[config.mk]
export PLATFORM = sky130hd
export DESIGN_NAME = pb_keypad_scanner
export DESIGN_NICKNAME = d
export VERILOG_FILES = /design/src/rtl/pb_keypad_scanner.sv
export SDC_FILE = /design/constraint.sdc
export NUM_CORES = 1
export LEC_CHECK = 0
export CORE_UTILIZATION = 30
export CTS_CLUSTER_DIAMETER = 60
export DETAILED_ROUTE_END_ITERATION = 8
export SLEW_MARGIN = 15
export SYNTH_ARGS = -nofsm -noshare
export SYNTH_HDL_FRONTEND = slang
export SYNTH_SLANG_ARGS = --single-unit
[constraint.sdc]
create_clock -name hz100 -period 4.6 [get_ports hz100]
set_input_delay 0.69 -clock hz100 [delete_from_list [all_inputs] [get_ports hz100]]
set_output_delay 0.69 -clock hz100 [all_outputs]
set_load 0.1 [all_outputs]
[src/rtl/pb_keypad_scanner.sv]
// Push-button front end for the Simon Says core: synchronises and debounces the
// buttons, rejects chords and hands exactly one encoded key per press to the consumer.
module pb_keypad_scanner #(
  parameter int NKEYS    = 20,
  parameter int CODEW    = 5,
  parameter int DEBOUNCE = 2
) (
  input  logic             hz100,
  input  logic             reset,
  input  logic [NKEYS-1:0] pb,
  input  logic             key_ready,
  input  logic             ovf_clr,
  output logic             key_valid,
  output logic [CODEW-1:0] key_code,
  output logic             key_held,
  output logic             multi,
  output logic             ovf
);

  typedef enum logic [1:0] {
    ST_IDLE = 2'd0,
    ST_DEB  = 2'd1,
    ST_WREL = 2'd2
  } state_t;

  localparam logic [3:0]       DEB_FULL = 4'(DEBOUNCE);
  localparam logic [3:0]       DEB_LAST = 4'(DEBOUNCE - 1);
  localparam logic [NKEYS-1:0] ONE_V    = {{(NKEYS-1){1'b0}}, 1'b1};
  localparam logic [NKEYS-1:0] ZERO_V   = {NKEYS{1'b0}};

  // True when more than one bit of the vector is set.
  function automatic logic many_bits(input logic [NKEYS-1:0] v);
    return (v & (v - ONE_V)) != ZERO_V;
  endfunction

  // Binary index of the lowest set bit (zero when no bit is set).
  function automatic logic [CODEW-1:0] key_index(input logic [NKEYS-1:0] v);
    logic [CODEW-1:0] idx;
    idx = {CODEW{1'b0}};
    for (int i = NKEYS - 1; i >= 0; i--) begin
      if (v[i]) begin
        idx = CODEW'(i);
      end
    end
    return idx;
  endfunction

  state_t           state_r;
  logic [NKEYS-1:0] sync1_r;
  logic [NKEYS-1:0] sync2_r;
  logic [3:0]       cnt_r;
  logic [CODEW-1:0] cand_r;

  logic             s_zero_s;
  logic             s_many_s;
  logic             s_cand_s;
  logic [CODEW-1:0] s_idx_s;
  logic             accept_s;
  logic             xfer_s;
  logic             load_s;

  // Classify the synchronised vector and derive the accept/transfer strobes.
  always_comb begin
    s_zero_s = (sync2_r == ZERO_V);
    s_many_s = many_bits(sync2_r);
    s_idx_s  = key_index(sync2_r);
    s_cand_s = !s_zero_s && !s_many_s && (s_idx_s == cand_r);
    accept_s = (state_r == ST_DEB) && s_cand_s && (cnt_r == DEB_FULL);
    xfer_s   = key_valid && key_ready;
    // A press can be loaded if the slot is empty or being emptied this edge.
    load_s   = accept_s && (!key_valid || key_ready);
  end

  // Synchroniser, scan FSM and handshake/status output registers.
  always_ff @(posedge hz100) begin
    if (!reset) begin
      sync1_r   <= ZERO_V;
      sync2_r   <= ZERO_V;
      state_r   <= ST_IDLE;
      cnt_r     <= 4'd0;
      cand_r    <= {CODEW{1'b0}};
      key_valid <= 1'b0;
      key_code  <= {CODEW{1'b0}};
      key_held  <= 1'b0;
      multi     <= 1'b0;
      ovf       <= 1'b0;
    end else begin
      sync1_r <= pb;
      sync2_r <= sync1_r;
      multi   <= 1'b0;

      case (state_r)
        ST_IDLE: begin
          if (s_zero_s) begin
            cnt_r <= 4'd0;
          end else if (s_many_s) begin
            multi   <= 1'b1;
            cnt_r   <= 4'd0;
            state_r <= ST_WREL;
          end else begin
            cand_r  <= s_idx_s;
            cnt_r   <= 4'd1;
            state_r <= ST_DEB;
          end
        end
        ST_DEB: begin
          if (s_cand_s) begin
            if (cnt_r == DEB_FULL) begin
              key_held <= 1'b1;
              cnt_r    <= 4'd0;
              state_r  <= ST_WREL;
            end else begin
              cnt_r <= cnt_r + 4'd1;
            end
          end else if (s_zero_s) begin
            cnt_r   <= 4'd0;
            state_r <= ST_IDLE;
          end else begin
            // Another key joined or replaced the candidate: only chords pulse multi.
            multi   <= s_many_s;
            cnt_r   <= 4'd0;
            state_r <= ST_WREL;
          end
        end
        ST_WREL: begin
          if (!s_zero_s) begin
            cnt_r <= 4'd0;
          end else if (cnt_r == DEB_LAST) begin
            cnt_r    <= 4'd0;
            key_held <= 1'b0;
            state_r  <= ST_IDLE;
          end else begin
            cnt_r <= cnt_r + 4'd1;
          end
        end
        default: begin
          cnt_r    <= 4'd0;
          key_held <= 1'b0;
          state_r  <= ST_IDLE;
        end
      endcase

      if (load_s) begin
        key_code  <= cand_r;
        key_valid <= 1'b1;
      end else if (xfer_s) begin
        key_valid <= 1'b0;
      end else begin
        key_valid <= key_valid;
      end

      // Set has priority over clear.
      if (accept_s && !load_s) begin
        ovf <= 1'b1;
      end else if (ovf_clr) begin
        ovf <= 1'b0;
      end else begin
        ovf <= ovf;
      end
    end
  end

endmodule

==> summary.md <==
| Metric | Value |
|---|---|
| Initial antenna violation count | 0 |
| Layout Skew | 0.00962 ns |
| Final Max Tran Viols | 0 |
| Port buffer count | 32 |
| Flops & latches, synth | 60 |
| Largest net degree at the start of global routing | 43 |
| Worst EP arrival | 3.29 ns |
| Vias in the first global route | 1798 |
| Drt total wl | 4.71 mm |
| Syn_area_per_cell | 9.07 um^2 |
| # IOs | 33 |
| Area grow syn2layout | 23.5% |
| Worst Setup End Kind | flop |
| Sum of negative setup slack | 0 ns |
| Core Area | 7890 um^2 |
| RSZ-0062 raised after global routing | false |
| Cell variety after synth | 48 |
| Global route overflow | 0 |
| Share of cells above drive strength 1 | 7.07% |
| Setup crit start kind | flop |
| Slew @ Worst Pin | 0.975 ns |
| Top FF cell, synth | dfxtp_1 |
| Clock Sinks | 60 |
| Dpl cell area | 2890 um^2 |
| Routed vias/inst | 4.77 |
| DR vias | 1970 |
| Max cap viols | 0 |
| Initial Utilization | 31.7% |
| Sequential-to-total area share from yosys stat | 48.0% |
| WS Path Type | flop to flop |
| Gr usage total | 12.1% |
| Nets | 330 |
| RePlAce Congestion | 0.820 |
| ANT nets after route | 0 |
| Worst r2r path cells | 8 |
| Num CTS Buffers | 9 |
| Worst path required time | 4.86 ns |
| DRT Pass-1 Iters | 4 |
| Hold Buf Count CTS | 0 |
| Filler cells | 791 |
| Leak | 1.15 nW |
| WL/cell | 11.4 um |
| Worst Hold Class | flop to flop |
| Post-route DRC | 0 |
| F_max | 0.330 GHz |
| CTS root buf | clkbuf_8 |
| Final hold violation count | 0 |
| Post-layout total power | 1.17 mW |
| Relative slew slack | 34.8% |
| DRT iter0 DRCs | 114 |
| Die height | 93.4 um |
| Final period util | 66.0% |
| Clock-pin slew of the registers on the worst-case setup and hold paths | 0.06 ns |
| Setup-failing EPs final | 0 |
| # diodes | 0 |
| Worst vdd ir | 0.203 mV |
| Cells after Synth | 276 |
| Fin util | 39.2% |
| Clock insertion delay at the later pin of the skew report | 0.33 ns |
| CTS max path bufs | 2 |
| Post-route cell area | 3090 um^2 |
| Netlist Area Pre-Place | 2500 um^2 |
| Yosys warnings | 0 |
| Die area | 8720 um^2 |
| CTS tree | done |
| Synthesized Nets | 300 |
| Hold Path Cell Cnt | 1 |
| Pwr per Cell Area | 378 nW/um^2 |
| Max H-tree Level | 3 |
| Asr flop ratio synth | 0% |
| Die width | 93.4 um |
| Resized Gates After CTS | 0 |
| Site Rows | 32 |
| First-pass GRT wire length | 8.31 mm |
| Register-to-register setup slack | 1.57 ns |
| Crit path max fanout | 8 |
| Setup repair bufs after CTS | 0 |
| Post-route minimum period | 3.03 ns |
| Number of enable flip-flop cells after synthesis | 0 |
| Status | completed |
| Detailed placement HPWL | 3.32 mm |
placed cells by master (no fill, tap or decap), drive strengths merged, types with 3 or more instances in the layout:
| cell | netlist | layout |
|---|---|---|
| mux2i | 6 | 6 |
| clkbuf | 10 | 12 |
| nor3 | 7 | 7 |
| nor2b | 4 | 4 |
| dfxtp | 60 | 60 |
| nand3 | 9 | 9 |
| nand2 | 28 | 28 |
| a21oi | 10 | 10 |
| and2 | 41 | 41 |
| or4 | 6 | 6 |
| inv | 6 | 6 |
| clkdlybuf4s50 | 0 | 32 |
| o21ai | 11 | 11 |
| nor4 | 8 | 8 |
| nor2 | 19 | 19 |
| nand3b | 5 | 5 |
| o31ai | 5 | 5 |
| o32a | 3 | 3 |
| a31oi | 3 | 3 |
metal layers:
metal  vias to the layer above  global-route usage (%)  part of all wire, %  routed length [um]
li1                       1028                       -                    -                   -
met1                       893                    16.1                   50                2340
met2                        39                    17.7                   43                2050
met3                        10                    3.82                  4.5                 214
met4                         0                    5.90                  2.4                 111
met5                         -                       0                    0                   0
state kept, by name, summed over array words and instances, names as in the netlist:
signal and cells:
cnt_r 4, key_valid 1, sync1_r 20, state_r 2, key_code 5, key_held 1, cand_r 5, ovf 1
multi 1, sync2_r 20
stage by stage:
stage | std cells | setup WS (ns) | hold slack [ns]
after floorplan | 276 | 1.80 | 0.412
after global placement | 397 | 1.65 | 0.419
after detailed placement | 397 | 1.60 | 0.418
after CTS | 413 | 1.58 | 0.432
after global routing | 413 | 1.34 | 0.439
final | 413 | 1.57 | 0.431
cell families (layout without fill, tap and decap cells):
family                    count (synthesis)  count (layout)  share of synthesized area [%]
xor gates and xnor gates                  4               4                           1.40
buffers and inverters                    20              55                           3.70
DFF                                      60              60                           48.0
and+or+nand+nor                         138             138                           31.3
AOI/OAI and AO/OA                        47              47                           12.7
muxes                                     7               7                           2.85
critical path, stage by stage, from the launching register on:
cell,delay (ns)
dfxtp_1,0.37
nor4_1,0.75
nand3_1,0.25
o31ai_1,0.24
and4_1,0.26
nand3_2,0.12
or2_1,0.33
or4_1,0.50
a21boi_1,0.13
power by group:
group          internal, mW  switching [mW]
Sequential            0.542          0.0228
Clock                 0.278           0.191
Combinational        0.0647          0.0692
Total                 0.885           0.283
synth_stat cells (2+ instances only):
cell type | count | area (um^2)
a21oi_1 | 10 | 50.1
a221oi_1 | 2 | 17.5
a31oi_1 | 3 | 18.8
and2_1 | 41 | 257
and3_1 | 2 | 12.5
buf_2 | 2 | 10.0
buf_6 | 2 | 22.5
clkbuf_1 | 10 | 37.5
dfxtp_1 | 60 | 1200
inv_1 | 6 | 22.5
mux2i_1 | 6 | 60.1
nand2_1 | 28 | 105
nand3_1 | 8 | 40.0
nand3b_1 | 5 | 37.5
nand4_1 | 2 | 12.5
nor2_1 | 19 | 71.3
nor2b_1 | 4 | 25.0
nor3_1 | 7 | 35.0
nor4_1 | 6 | 37.5
nor4_4 | 2 | 42.5
o21ai_0 | 11 | 55.1
o31ai_1 | 5 | 37.5
o32a_1 | 3 | 30.0
or4_1 | 6 | 45.0
xnor2_1 | 2 | 17.5
xor2_1 | 2 | 17.5
worst paths after layout:
check,endpoint,startpoint
worst max-delay path,cand_r[1],sync2_r[4]
worst min-delay path,sync2_r[17],sync1_r[17]
worst max register to register,cand_r[1],sync2_r[4]
worst min register to register,sync2_r[17],sync1_r[17]
cell type report:
cell class	instances	area [um^2]	area share, %
clock inverter	4	47.5	1.54
inverter	6	22.5	0.728
timing repair buffer	33	328	10.6
sequential	60	1200	38.9
tap	102	128	4.13
clock buffer	12	155	5.02
multi-input combinational	196	1210	39.1
Note: power is estimated with default switching activity, not from simulation.
